--- src/rtl/fdb_pkg.sv ---
// fdb_pkg: constants and types shared by the fetch/decode buffer.
//   NOP_INSTR    - instruction presented to decode while the buffer is empty
//   HALT_INSTR   - encoding that closes the fetch side when halt detection
//                  is built in (FDB_HALT_DETECT_EN)
//   IW_DEFAULT   - default instruction / PC width
//   fdb_entry_t  - one buffered {instr, pc_next} pair at the default width
package fdb_pkg;

    localparam int unsigned IW_DEFAULT = 16;

    localparam logic [IW_DEFAULT-1:0] NOP_INSTR  = 16'h0800;
    localparam logic [IW_DEFAULT-1:0] HALT_INSTR = 16'h0000;

    typedef struct packed {
        logic [IW_DEFAULT-1:0] instr;
        logic [IW_DEFAULT-1:0] pc_next;
    } fdb_entry_t;

endpackage

--- src/rtl/fdb_entry_store.sv ---
// fdb_entry_store: DEPTH x W register array backing the buffer.
//   clk    - system clock
//   we     - write enable, writes wdata at waddr on the rising edge
//   waddr  - write address
//   wdata  - write data
//   raddr  - read address
//   rdata  - combinational read data
// No reset: contents are only observed after they have been written.
module fdb_entry_store
    import fdb_pkg::*;
#(
    parameter int unsigned DEPTH = 2,
    parameter int unsigned W     = 2 * IW_DEFAULT,
    localparam int unsigned AW   = $clog2(DEPTH)
) (
    input  logic          clk,
    input  logic          we,
    input  logic [AW-1:0] waddr,
    input  logic [W-1:0]  wdata,
    input  logic [AW-1:0] raddr,
    output logic [W-1:0]  rdata
);

    logic [W-1:0] mem [DEPTH];

    always_ff @(posedge clk) begin
        if (we) begin
            mem[waddr] <= wdata;
        end
    end

    assign rdata = mem[raddr];

endmodule

--- src/rtl/fetch_decode_buffer.sv ---
// fetch_decode_buffer: small FIFO of {instruction, PC+2} pairs between the
// fetch and decode stages, valid/ready on both sides.
//   clk          - system clock
//   rst          - asynchronous reset, active low
//   in_valid     - fetch presents an instruction
//   in_ready     - buffer accepts this cycle (registered state only)
//   in_instr     - fetched instruction
//   in_pc_next   - PC+2 of the fetched instruction
//   flush        - synchronous discard of all entries, wins over push/pop
//   out_valid    - head entry valid
//   out_ready    - decode consumes the head entry
//   out_instr    - head instruction, NOP when empty
//   out_pc_next  - head PC+2, zero when empty
//   count        - registered occupancy
//   halted       - HALT accepted, fetch side closed
// Build option FDB_HALT_DETECT_EN: when defined, pushing HALT_INSTR closes
// the fetch side until flush or reset; when undefined, halted is tied low
// and HALT is ordinary data.
module fetch_decode_buffer
    import fdb_pkg::*;
#(
    parameter int unsigned DEPTH = 2,
    parameter int unsigned IW    = IW_DEFAULT,
    localparam int unsigned PW   = $clog2(DEPTH),
    localparam int unsigned CW   = $clog2(DEPTH) + 1
) (
    input  logic          clk,
    input  logic          rst,
    input  logic          in_valid,
    output logic          in_ready,
    input  logic [IW-1:0] in_instr,
    input  logic [IW-1:0] in_pc_next,
    input  logic          flush,
    output logic          out_valid,
    input  logic          out_ready,
    output logic [IW-1:0] out_instr,
    output logic [IW-1:0] out_pc_next,
    output logic [CW-1:0] count,
    output logic          halted
);

    logic [PW-1:0]   head_q;
    logic [PW-1:0]   tail_q;
    logic [CW-1:0]   count_q;
    logic            full;
    logic            empty;
    logic            push;
    logic            pop;
    logic [2*IW-1:0] wdata;
    logic [2*IW-1:0] rdata;

    assign full  = (count_q == CW'(DEPTH));
    assign empty = (count_q == '0);

`ifdef FDB_HALT_DETECT_EN
    logic halted_q;

    always_ff @(posedge clk or negedge rst) begin
        if (!rst) begin
            halted_q <= 1'b0;
        end else if (flush) begin
            halted_q <= 1'b0;
        end else if (push && (in_instr == IW'(HALT_INSTR))) begin
            halted_q <= 1'b1;
        end
    end

    assign halted   = halted_q;
    assign in_ready = !full && !halted_q;
`else
    assign halted   = 1'b0;
    assign in_ready = !full;
`endif

    assign out_valid = !empty;
    assign push      = in_valid && in_ready;
    assign pop       = out_valid && out_ready;

    // Pointers are exactly log2(DEPTH) bits, so +1 wraps modulo DEPTH.
    always_ff @(posedge clk or negedge rst) begin
        if (!rst) begin
            head_q  <= '0;
            tail_q  <= '0;
            count_q <= '0;
        end else if (flush) begin
            head_q  <= '0;
            tail_q  <= '0;
            count_q <= '0;
        end else begin
            if (push) begin
                tail_q <= tail_q + 1'b1;
            end
            if (pop) begin
                head_q <= head_q + 1'b1;
            end
            case ({push, pop})
                2'b10:   count_q <= count_q + 1'b1;
                2'b01:   count_q <= count_q - 1'b1;
                default: count_q <= count_q;
            endcase
        end
    end

    assign wdata = {in_instr, in_pc_next};

    fdb_entry_store #(
        .DEPTH (DEPTH),
        .W     (2 * IW)
    ) u_store (
        .clk   (clk),
        .we    (push && !flush),
        .waddr (tail_q),
        .wdata (wdata),
        .raddr (head_q),
        .rdata (rdata)
    );

    assign out_instr   = empty ? IW'(NOP_INSTR) : rdata[2*IW-1:IW];
    assign out_pc_next = empty ? '0 : rdata[IW-1:0];
    assign count       = count_q;

endmodule
--- config.mk ---
export PLATFORM = sky130hd
export DESIGN_NAME = fetch_decode_buffer
export DESIGN_NICKNAME = d
export VERILOG_FILES = /design/src/rtl/fdb_pkg.sv /design/src/rtl/fdb_entry_store.sv /design/src/rtl/fetch_decode_buffer.sv
export SDC_FILE = /design/constraint.sdc
export NUM_CORES = 1
export LEC_CHECK = 0
export ABC_CLOCK_PERIOD_IN_PS = 4900
export BUFFER_PORTS_ARGS = -buffer_cell sky130_fd_sc_hd__buf_2
export CELL_PAD_IN_SITES_DETAIL_PLACEMENT = 2
export CELL_PAD_IN_SITES_GLOBAL_PLACEMENT = 2
export CORE_MARGIN = 4
export CORE_UTILIZATION = 35
export CTS_CLUSTER_SIZE = 10
export DETAILED_ROUTE_END_ITERATION = 8
export HOLD_SLACK_MARGIN = 0.12
export PLACE_DENSITY_LB_ADDON = 0.2
export SLEW_MARGIN = 20
export SYNTH_ARGS = -nofsm -noshare
export SYNTH_HDL_FRONTEND = slang
export SYNTH_SLANG_ARGS = --single-unit
--- constraint.sdc ---
create_clock -name clk -period 4.9 [get_ports clk]
set_clock_uncertainty 0.15 [all_clocks]
set_input_delay 1.47 -clock clk [delete_from_list [all_inputs] [get_ports clk]]
set_output_delay 1.47 -clock clk [all_outputs]
set_load 0.01 [all_outputs]
== Yosys cells after proc, flatten, opt, wreduce, memory -nomap -nowiden ==
Memory sizes are Yosys's and may differ from the RTL's.
Index checks and enable logic that the tools add are counted.
Storage, ports and cells
  register bits after elaboration: 4
  bits in writable memories: 64
  bits of input ports: 37
  output and inout port bits: 37
  word-level logic and storage cells: 31
  memories: 1
Cells by class
  $add $sub $neg: 4
  equality and inequality tests: 3
  muxes and demuxes: 10
  reduce and logical (&&, ||, !) cells: 10
Memory list
  u_store.mem: words 2, bits a word 32, rd ports 1, clocked after Yosys merged registers in 0, wr ports 1, line fdb_entry_store.sv:24  | logic [W-1:0] mem [DEPTH];
Operators by type and width (number)
  $mux W16: 2
  $mux W1: 6
  $eq A2 B2 Y1 const B: 2
  $pmux W2 S2: 1
  $reduce_bool A2 Y1: 2
  $logic_and A1 B1 Y1: 3
  $logic_not A1 Y1: 3
  $reduce_bool A3 Y1: 1
  $add A1 B1 Y1 const B: 2
  $add A2 B1 Y2 const B: 1
  $eq A2 B1 Y1 const B: 1
  $logic_not A2 Y1: 1
  $mux W2: 1
  $sub A2 B1 Y2 const B: 1

== Longest topological paths before layout ==
Gate-level depths: netlist of run 1.
  depth in word-level cells: 6
  mapped depth: 4
  mapped depth without buffers: 4

== By module ==
A second synthesis of run 1 with hierarchy kept.
Second synthesis, totals
  cells, all modules: 164
  area, all modules: 2931.6 um^2
Modules (own cells, without submodules)
  fdb_entry_store: times used 1, cells an instance 102, area an instance 2478.6 um^2, seq. area each 1921.8 um^2
  fetch_decode_buffer: times used 1, cells an instance 62, area an instance 452.9 um^2, seq. area each 100.1 um^2

== Worst setup path after synthesis of run 1 ==
Ideal clock, no wire load.
  path kind: input to register
  from: in in_valid
  to: mem u_store.mem[1][0] in the netlist's numbering, enable pin
  library setup time: 468 ps
  arrival: 3926 ps
  data required time: 4282 ps
  path slack: 356 ps
  stages on the path: 2
  buffers on the path: 0
  cells stage by stage: nand2_1 > nor3b_1
Between the ends
  cells in the longest elaborated chain, start to end: 4
RTL lines
  start, declared: line fetch_decode_buffer.sv:29  | input logic in_valid,
  $logic_and A1 B1 Y1: line fetch_decode_buffer.sv:76  | assign push = in_valid && in_ready;
  $logic_and A1 B1 Y1: line fetch_decode_buffer.sv:111  | .we (push && !flush),
  $mux W1: line fdb_entry_store.sv:27  | if (we) begin
  $mux W1 (implied by the code): line fdb_entry_store.sv:28  | mem[waddr] <= wdata;
  end, declared: line fdb_entry_store.sv:24
Every way passes these cells.

== Worst setup path in the final report of run 1 ==
  from: reg head_q
  to: out out_instr[11]
Between the ends
  cells in the longest elaborated chain, start to end: 2
RTL lines
  start, declared: line fetch_decode_buffer.sv:42  | logic [PW-1:0] head_q;
  start signal, assigned: line fetch_decode_buffer.sv:94  | head_q <= head_q + 1'b1;
  $mem_v2 Z2 W32
  $mux W16: line fetch_decode_buffer.sv:118  | assign out_instr = empty ? IW'(NOP_INSTR) : rdata[2*IW-1:IW];
  end, declared: line fetch_decode_buffer.sv:36  | output logic [IW-1:0] out_instr,
Every way passes these cells.

==> results of run 1 <==
[cells in the mapped netlist]
cell type  number
edfxtp_1       64
mux2i_1        33
nor2_1         33
a21oi_1         4
buf_2           4
buf_4           4
dfrtp_1         4
inv_1           2
nand2_1         2
nor3b_1         2
o21ai_0         2
a21o_1          1
conb_1          1
inv_2           1
nand3b_1        1
nor2b_1         1
nor3_1          1
o211ai_1        1
or2_2           1
or3_1           1
xor2_1          1
[final cells by class]
cell class | instances | area [µm²]
inverters | 3 | 11.3
fillers | 754 | 3920
clock inverters | 7 | 115
flip-flops and latches | 68 | 2020
multi-input cells | 85 | 578
repair buffers | 77 | 398
well taps | 99 | 124
clock buffers | 9 | 124
[state kept, by name, summed over array words and instances, names as in the netlist]
name and count:
head_q 1, u_store.mem 64, tail_q 1, count 2
[where the power goes]
group | switching, mW | total, mW | internal (mW)
Clock | 0.218 | 0.554 | 0.336
Sequential | 0.0207 | 0.680 | 0.659
Combinational | 0.0711 | 0.126 | 0.0554
Total | 0.310 | 1.36 | 1.05
[metal layers]
metal  global-route usage, %  up-vias  share of wire (%)
li1                        -      758                  -
met4                    5.77        0                1.6
met3                    4.54        9                4.2
met2                    27.1       50                 52
met5                       0        -                  0
met1                    18.6      810                 42
[tightest hold or removal path, delay by kind of cell (launching register included)]
| family | cells | cell delay (ps) |
|---|---|---|
| flops | 1 | 410 |
| compound gates | 2 | 150 |
[logic make-up after synthesis]
logic type / count (synthesis)
simple gates: 42
xor+xnor: 1
buf+inv: 11
compound gates: 8
other cells: 1
flops: 68
mux: 33
[path summary, 6_finish.rpt]
check,startpoint,endpoint,cells after the start
worst min-delay path,tail_q,tail_q,2
worst min register to register,tail_q,tail_q,2
min in group asynchronous,rst,tail_q,1
worst max-delay path,head_q,out_instr[11],3
max in group asynchronous,rst,head_q,1
worst max register to register,count[1],u_store.mem[1][16],5
[through the flow]
stage	setup WS, ps	power (mW)	std cells	util [%]
floorplan	356	0.758	164	-
finish	1350	1.36	348	46.3
CTS	1290	1.39	348	46.3
global route	1210	1.42	348	46.3
global placement	1690	0.815	332	43.0
detailed placement	1710	0.821	332	43.0
==> summary.md, run 1 <==
| Metric | Value |
|---|---|
| Synth top area cells | `edfxtp_1 (73%), mux2i_1 (12%), nor2_1 (4.7%), dfrtp_1 (3.8%), buf_4 (1.1%)` |
| Dpl hpwl | `4.08 mm` |
| CTS tree | `built` |
| Site Rows | `31` |
| Post-DRT Antenna Nets | `0` |
| CTS buffer count | `9` |
| Layout area overhead | `27.4%` |
| Design Area, Final | `3370 µm²` |
| CP endpoint kind | `primary output` |
| Detailed Route WL | `6.51 mm` |
| Critical Path RT | `3280 ps` |
| Critical path's slowest cell | `dfrtp_2` |
| TNS Setup | `0 ps` |
| Largest family of logic cells by synthesized area | `multiplexers` |
| Xor/xnor share of the synthesized area | `0.331%` |
| Vias in the first global route | `1,786` |
| Final Hold Violating Endpoints | `0` |
| Synthesized Nets | `201` |
| DRC viols | `0` |
| Slowest stage delay, CP | `1020 ps` |
| Initial antenna violation count | `0` |
| Core area | `7290 µm²` |
| Port Buf Inserts | `72` |
| Leak | `1.30 nW` |
| Routability cong. | `0.726` |
| Synth Area in Compound Gates | `1.70%` |
| Max_slew headroom | `33.1%` |
| CP cell instances | `mux2i_1, nand2_1, buf_2` |
| Cell Area, Synth | `2650 µm²` |
| Clk sinks | `68` |
| Share of layout cells above drive strength 1 | `39.8%` |
| Sequential fraction of the synthesis area | `76.3%` |
| Distinct cells, synth | `21` |
| Clk_lat worst skew | `340 ps` |
| Post-synthesis adder-cell area fraction | `0%` |
| Startpoint types | `register` |
| Routed WL per cell | `18.7 µm` |
| CTS root buf | `clkbuf_8` |
| Max Slew Vio Count | `0` |
| First-pass GRT wire length | `10.1 mm` |
| Multiplexer area fraction after synthesis | `12.5%` |
| Outcome | `completed` |
| Final nets | `281` |
| I/O pin cnt | `74` |
| WHS | `448 ps` |
| YS warnings | `0` |
| Global Route Usage Sum | `15.7%` |
| Area leader, netlist | `edfxtp_1` |
| Die area | `9020 µm²` |
| Vias | `1,627` |
| Initial Utilization | `36.3%` |
| Synth top area share | `72.6%` |
| CP max FO | `33` |
| Synth Area in Simple Gates | `6.71%` |
| Max VDD drop | `0.288 mV` |
| WP data arrival | `1930 ps` |
| Mapped Cells | `164` |
| Slew @ Worst Pin | `1000 ps` |
| Initial DRT Pass Iterations | `4` |
| Die X | `95.0 µm` |
| PwrDens | `403 nW/µm²` |
| Mean Syn Cell Area | `16.2 µm²` |
| Commonest non-fill, non-tap cell in the layout | `buf_2` |
| Htree depth | `3` |
| Largest net degree at the start of global routing | `34` |
| Hold Buf Count CTS | `0` |
| Min-Delay Path Class | `reg -> reg` |
| Via-per-instance ratio | `4.68` |
| Chip height | `95.0 µm` |
| Iteration-0 DRC Markers | `103` |
| Resize count post-CTS | `0` |
| Postcts setup bufs | `0` |
| Global route total overflow | `0` |
| Worst path bufs/invs | `1` |
| CTS max path bufs | `2` |
| Critical path class | `reg -> out` |
| ANT cells | `0` |
| CP delay by family, top | `flip-flops` |
| Final setup violation count | `0` |
| Peak Freq | `282 MHz` |
| RSZ-0062 raised after global routing | `false` |
| Final cycle utilization of the critical path | `72.5%` |
| Worst-path clk slew | `80 ps` |
| Tmin final | `3550 ps` |
| Max Cap Viol | `0` |
| Placed instance area | `3130 µm²` |
| R2R setup slack | `2930 ps` |
| Most frequent cells in the layout | `buf_2 (72), edfxtp_1 (64), mux2i_1 (33)` |
| Synthesis-stage register bit count | `68` |
(Power assumes the default switching activity.)
==> run 2, diff against run 1 <==
--- a/config.mk
+++ b/config.mk
@@ -5,12 +5,13 @@
 export SDC_FILE = /design/constraint.sdc
 export NUM_CORES = 1
 export LEC_CHECK = 0
-export ABC_CLOCK_PERIOD_IN_PS = 4900
+export ABC_AREA = 1
+export ABC_CLOCK_PERIOD_IN_PS = 3600
 export BUFFER_PORTS_ARGS = -buffer_cell sky130_fd_sc_hd__buf_2
 export CELL_PAD_IN_SITES_DETAIL_PLACEMENT = 2
 export CELL_PAD_IN_SITES_GLOBAL_PLACEMENT = 2
 export CORE_MARGIN = 4
-export CORE_UTILIZATION = 35
+export CORE_UTILIZATION = 33
 export CTS_CLUSTER_SIZE = 10
 export DETAILED_ROUTE_END_ITERATION = 8
 export HOLD_SLACK_MARGIN = 0.12
==> constraint.sdc (replaced) <==
create_clock -name clk -period 3.6 [get_ports clk]
set_clock_uncertainty 0.15 [all_clocks]
set_input_delay 1.08 -clock clk [delete_from_list [all_inputs] [get_ports clk]]
set_output_delay 1.08 -clock clk [all_outputs]
set_load 0.01 [all_outputs]
==> run 2 against run 1 <==
  * Final cell count is 14% higher
  * Flip-flop and latch count unchanged
  * Largest power group unchanged
  * Synthesized area hardly changed
  * First-iteration DRC count shrank 52%
  * Critical endpoint is now out_pc_next[7]
  * Combinational power grew to 3.4 times the previous value
  * Synthesized cell count is 29% higher
  * Wire length rose by 4.3%
  * Hold slack worse by 55 ps
==> summary.md, run 2 <==
| Metric | Value |
|---|---|
| Peak Freq | `344 MHz` |
| Routability cong. | `0.717 (-1.4%)` |
| Biggest register | `u_store.mem` |
| Worst-path clk slew | `70 ps (about the same)` |
| Initial Utilization | `34.1% (-2.3 points)` |
| CTS root buf | `clkbuf_8` |
| Initial antenna violation count | `0 (unchanged)` |
| Initial DRT Pass Iterations | `4 (unchanged)` |
| Site Rows | `32 (+3.2%)` |
| Synthesized Nets | `248 (+23%)` |
| Dpl hpwl | `4.85 mm (+19%)` |
| Worst path most repeated cell | `buf_4` |
| Mapped Cells | `211 (+29%)` |
| Most frequent cell after synthesis | `nand2_1` |
| ANT cells | `0 (unchanged)` |
| Synthesis-stage register bit count | `68 (unchanged)` |
| Tmin final | `2910 ps` |
| I/O pin cnt | `74 (unchanged)` |
| CTS max path bufs | `2 (unchanged)` |
| Final cycle utilization of the critical path | `80.9%` |
| Max VDD drop | `0.281 mV (-2.6%)` |
| First-pass GRT wire length | `10.8 mm (+6.8%)` |
| Vias | `1,868 (+15%)` |
| Die X | `97.6 µm (+2.7%)` |
| Area leader, netlist | `edfxtp_1` |
| RSZ-0062 raised after global routing | `false` |
| Clk_lat worst skew | `330 ps (about the same)` |
| Vias in the first global route | `2,128 (+19%)` |
| Die area | `9520 µm² (+5.5%)` |
| FILL cells | `840 (+11%)` |
| Leak | `1.35 nW (+3.9%)` |
| CP cell instances | `buf_4, clkinv_1, buf_4, nand2_1, a21oi_1, buf_2` |
| Share of layout cells above drive strength 1 | `34.6% (-5.2 points)` |
| Final setup violation count | `0 (unchanged)` |
| CTS tree | `built` |
| TNS Setup | `0 ps (unchanged)` |
| CP endpoint kind | `primary output` |
| Final nets | `329 (+17%)` |
| Outcome | `completed` |
| Post-synth EDFFs | `64 (unchanged)` |
| Final Hold Violating Endpoints | `0 (unchanged)` |
| List of most frequent post-synthesis cells | `nand2_1 (72), edfxtp_1 (64), a21oi_1 (32)` |
| Core area | `7770 µm² (+6.5%)` |
| Global route total overflow | `0 (unchanged)` |
| Synth top area cells | `edfxtp_1 (73%), nand2_1 (10%), a21oi_1 (6.1%), dfrtp_1 (3.8%), buf_2 (1.3%)` |
| Port Buf Inserts | `72 (unchanged)` |
| Mean Syn Cell Area | `12.5 µm² (-22%)` |
| Max Slew Vio Count | `0 (unchanged)` |
| Largest net degree at the start of global routing | `33 (-2.9%)` |
| Critical path class | `reg -> out` |
| Share of flip-flops with an asynchronous set or reset | `5.88% (unchanged)` |
| Top_reg_cell synth | `edfxtp_1` |
| Chip height | `97.6 µm (+2.7%)` |
| Most frequent cells in the layout | `nand2_1 (72), buf_2 (72), edfxtp_1 (64)` |
| PwrDens | `570 nW/µm² (+41%)` |
| Final std cells w/o fill | `397 (+14%)` |
| DRC viols | `0 (unchanged)` |
| Hold Buf Count CTS | `0 (unchanged)` |
| YS warnings | `0 (unchanged)` |
| Min-Delay Path Class | `in -> async` |
| Critical path's slowest cell | `dfrtp_1` |
| Iteration-0 DRC Markers | `49 (-52%)` |
| CTS buffer count | `9 (unchanged)` |
| Max FFs per register | `64 (unchanged)` |
| Critical Path RT | `2370 ps (-910 ps)` |
| Layout area overhead | `25.1%` |
| Postcts setup bufs | `0 (unchanged)` |
| Distinct cells, synth | `20 (-4.8%)` |
| Routed WL per cell | `17.1 µm (-8.6%)` |
| Resize count post-CTS | `0 (unchanged)` |
| Slowest stage delay, CP | `380 ps (-640 ps)` |
| Global Route Usage Sum | `14.7% (-0.98 points)` |
| Clk sinks | `68 (unchanged)` |
| Dpl cells | `383 (+15%)` |
| Sequential fraction of the synthesis area | `76.4% (about the same)` |
| Startpoint types | `register` |
| Detailed Route WL | `6.80 mm (+4.3%)` |
| Max Cap Viol | `0 (unchanged)` |
| Post-DRT Antenna Nets | `0 (unchanged)` |
| Cell Area, Synth | `2650 µm² (about the same)` |
| CP max FO | `19 (-42%)` |
| Synth top area share | `72.6% (about the same)` |
| Htree depth | `3 (unchanged)` |
| WP data arrival | `1680 ps (-250 ps)` |
| Via-per-instance ratio | `4.71 (+0.64%)` |
-- run 2: report_power, final --
group / internal, mW / switching [mW]
combinational: 0.148 / 0.282
clock: 0.239 / 0.273
sequential: 0.919 / 0.0241
-- run 2: layer usage --
metal | part of all wire [%] | GRT usage [%] | up-vias
li1 | - | - | 886
met1 | 44 | 18.2 | 924
met2 | 50 | 24.7 | 49
met3 | 4.2 | 3.37 | 9
met4 | 1.8 | 6.39 | 0
met5 | 0 | 0 | -
-- run 2: per-stage QoR --
stage               setup WS, ps  power (mW)  util, %  hold slack (ps)  instance area (µm²)
floorplan                    304        1.20        -              308                 2650
global placement             965        1.39     40.7              397                 3160
detailed placement           913        1.41     40.7              430                 3160
CTS                          648        1.92     42.6              376                 3310
global route                 542        1.99     42.6              385                 3310
finish                       689        1.89     42.6              393                 3310
-- run 2: logic make-up after synthesis --
group                  after synthesis  share of synthesized area [%]
AND/OR/NAND/NOR                     89                           13.6
buffers and inverters               18                           3.03
AO/OA/AOI/OAI                       35                           6.81
flip-flops                          68                           76.4
other                                1                          0.142
-- run 2: path summary, 6_finish.rpt --
check,startpoint,endpoint,slack (ps),cells after the start
worst max register to register,count[0],u_store.mem[1][7],1690,5
worst min-delay path,rst,count[1],390,1
max in group asynchronous,rst,tail_q,2780,1
worst min register to register,tail_q,tail_q,430,1
min in group clk,tail_q,tail_q,430,1
worst max-delay path,head_q,out_pc_next[7],690,6
-- run 2: area by class of cell --
| class | count | area, µm² | area share (%) |
|---|---|---|---|
| Inverter | 7 | 26.3 | 0.794 |
| Multi-Input combinational cell | 125 | 559 | 16.9 |
| Clock buffer | 11 | 131 | 3.97 |
| Timing Repair Buffer | 81 | 428 | 12.9 |
| Clock inverter | 3 | 16.3 | 0.491 |
| Sequential cell | 68 | 2020 | 61.1 |
| Tap cell | 102 | 128 | 3.85 |
-- run 2: worst max-delay path, delay by kind of cell (launching register included) --
kind	cells	cell delay [ps]
DFF	1	380
AOI/OAI and AO/OA	1	180
buffers and inverters	4	690
and+or+nand+nor	1	90
==> run 3, diff against run 2 <==
--- a/config.mk
+++ b/config.mk
@@ -6,12 +6,12 @@
 export NUM_CORES = 1
 export LEC_CHECK = 0
 export ABC_AREA = 1
-export ABC_CLOCK_PERIOD_IN_PS = 3600
+export ABC_CLOCK_PERIOD_IN_PS = 2600
 export BUFFER_PORTS_ARGS = -buffer_cell sky130_fd_sc_hd__buf_2
 export CELL_PAD_IN_SITES_DETAIL_PLACEMENT = 2
 export CELL_PAD_IN_SITES_GLOBAL_PLACEMENT = 2
 export CORE_MARGIN = 4
-export CORE_UTILIZATION = 33
+export CORE_UTILIZATION = 30
 export CTS_CLUSTER_SIZE = 10
 export DETAILED_ROUTE_END_ITERATION = 8
 export HOLD_SLACK_MARGIN = 0.12
==> constraint.sdc (replaced) <==
create_clock -name clk -period 2.6 [get_ports clk]
set_clock_uncertainty 0.15 [all_clocks]
set_input_delay 0.78 -clock clk [delete_from_list [all_inputs] [get_ports clk]]
set_output_delay 0.78 -clock clk [all_outputs]
set_load 0.01 [all_outputs]
==> run 3 against run 2 <==
  * Power grew 46%
  * Global-route usage is 1.3 points lower
  * Via count down 1.0%
  * Sequential power is 39% higher
  * Hold slack better by 38 ps
  * Worst setup slack got worse by 520 ps
  * Critical path depth is 1 lower
  * Die area up 9.2%
  * Sequential share of layout area fell by 1.3 points
  * Wire length fell by 4.4%
  * Critical path type unchanged
  * Critical endpoint is now out_instr[12]
  * Highest routed layer unchanged
==> summary.md, run 3 (synthesis results as in run 2) <==
| Metric | Value |
|---|---|
| Tot Pwr | `2.74 mW (+46%)` |
| Outcome | `completed` |
| Min-Delay Path Class | `reg -> reg` |
| Htree depth | `3 (unchanged)` |
| CTS root buf | `clkbuf_8` |
| Routed WL per cell | `16.0 µm (-6.7%)` |
| Via-per-instance ratio | `4.54 (-3.4%)` |
| First-pass GRT wire length | `10.2 mm (-5.3%)` |
| Initial DRT Pass Iterations | `4 (unchanged)` |
| Pint | `1.93 mW (+47%)` |
| Clk sinks | `68 (unchanged)` |
| Placed instance area | `3180 µm² (+0.47%)` |
| Final cycle utilization of the critical path | `93.6%` |
| Resize count post-CTS | `0 (unchanged)` |
| ANT cells | `0 (unchanged)` |
| Final setup violation count | `0 (unchanged)` |
| Final nets | `331 (+0.61%)` |
| Global route total overflow | `0 (unchanged)` |
| R2r worst-path depth | `5 (unchanged)` |
| Initial Utilization | `30.6% (-3.4 points)` |
| Leak | `1.37 nW (+1.7%)` |
| Combinational power share | `21.8% (-1.0 points)` |
| Share of layout cells above drive strength 1 | `35.5% (+0.88 points)` |
| Hold Crit Start | `tail_q` |
| Core area | `8640 µm² (+11%)` |
| Final std cells w/o fill | `407 (+2.5%)` |
| CP cell instances | `clkinv_1, buf_4, nand2_1, a21oi_1, buf_2` |
| Die X | `102 µm (+4.5%)` |
| Initial antenna violation count | `0 (unchanged)` |
| Worst r2r dst | `u_store.mem[0][15]` |
| Detailed Route WL | `6.50 mm (-4.4%)` |
| Die area | `10,400 µm² (+9.2%)` |
| Site Rows | `34 (+6.3%)` |
| Final Hold Violating Endpoints | `0 (unchanged)` |
| CTS max path bufs | `2 (unchanged)` |
| TNS Setup | `0 ps (unchanged)` |
| FILL cells | `948 (+13%)` |
| Design Area, Final | `3380 µm² (+2.1%)` |
| RSZ-0062 raised after global routing | `false` |
| Pre-CTS WS | `471 ps (-442 ps)` |
| Vias in the first global route | `2,088 (-1.9%)` |
| CP max FO | `19 (unchanged)` |
| WHS | `431 ps (+38.5 ps)` |
| Hold endpoint | `tail_q` |
| Critical R2R Launch | `count[0]` |
| Final WS setup | `166 ps (-523 ps)` |
| Max Slew Vio Count | `0 (unchanged)` |
| Slowest stage delay, CP | `410 ps (+30 ps)` |
| Port Buf Inserts | `72 (unchanged)` |
| CTS buffer count | `9 (unchanged)` |
| Max Cap Viol | `0 (unchanged)` |
| Startpoint types | `register` |
| Sw Ratio | `29.8% (-0.88 points)` |
| Critical path's slowest cell | `dfrtp_1` |
| Clock share of power | `30.6% (+3.4 points)` |
| Postcts setup bufs | `0 (unchanged)` |
| Peak Freq | `411 MHz` |
| WP data arrival | `1500 ps (-180 ps)` |
| Vias | `1,849 (-1.0%)` |
| Tmin final | `2430 ps` |
| I/O pin cnt | `74 (unchanged)` |
| Iteration-0 DRC Markers | `38 (-22%)` |
| Sequential share of power | `47.6% (-2.4 points)` |
| Final Core Density | `39.1% (-3.5 points)` |
| Critical Path RT | `1670 ps (-700 ps)` |
| Hold Path Depth | `1` |
| Clk_lat worst skew | `340 ps (about the same)` |
| CP endpoint kind | `primary output` |
| Biggest register | `u_store.mem` |
| Dpl cells | `390 (+1.8%)` |
| Dpl hpwl | `4.53 mm (-6.5%)` |
| CP delay by family, top | `buffers and inverters` |
| CTS tree | `built` |
| Max FFs per register | `64 (unchanged)` |
| Seq. cell area | `2020 µm² (unchanged)` |
| Footprint of the multi-input gates | `559 µm² (unchanged)` |
| Most frequent cells in the layout | `nand2_1 (72), buf_2 (72), edfxtp_1 (64)` |
| Chip height | `102 µm (+4.5%)` |
| Worst-path clk slew | `70 ps (about the same)` |
| Largest net degree at the start of global routing | `20 (-39%)` |
| Worst path bufs/invs | `3 (-1)` |
| Max VDD drop | `0.319 mV (+14%)` |
| Post-DRT Antenna Nets | `0 (unchanged)` |
| DRC viols | `0 (unchanged)` |
| R2R setup slack | `810 ps (-880 ps)` |
| Critical path class | `reg -> out` |
| PwrDens | `812 nW/µm² (+43%)` |
| Routability cong. | `0.710 (-0.95%)` |
| Global Route Usage Sum | `13.4% (-1.3 points)` |
| Sw Pwr | `0.819 mW (+41%)` |
| Layout area overhead | `27.8%` |
| Path length in cells of the critical path | `5 (-1)` |
run 3: worst max path at each step:
stage	startpoint	endpoint	slack, ps
after global routing	head_q	out_instr[12]	20
after floorplan	in_valid	u_store.mem[0][0]	130
after CTS	head_q	out_pc_next[7]	130
after global placement	in_valid	u_store.mem[0][30]	490
final	head_q	out_instr[12]	170
after detailed placement	in_valid	u_store.mem[0][30]	470
run 3: cell type report:
cell class	instances	share of cell area, %
Clock buffer	10	3.77
Clock inverter	6	1.92
Inverter	7	0.777
Multi-Input combinational cell	125	16.5
Sequential cell	68	59.8
Tap cell	108	4.00
Timing Repair Buffer	83	13.2
run 3: power groups by stage:
stage	sequential [mW]	clock, mW	combinational [mW]
after global routing	1.31	0.910	0.684
after CTS	1.31	0.871	0.627
final	1.31	0.841	0.598
after detailed placement	1.33	0	0.620
after floorplan	1.32	0	0.333
after global placement	1.33	0	0.610
run 3: layer usage:
layer / up-vias / wire length [µm] / track usage, %
li1: 892 / - / -
met4: 0 / 121 / 6.36
met2: 50 / 3420 / 24.1
met3: 11 / 343 / 3.62
met1: 896 / 2610 / 14.7
met5: - / 0 / 0
run 3: timing repair:
action	4_1_cts	5_1_grt
hold buffers	1	0
setup endpoints to repair	0	0
hold endpoints to repair	4	0
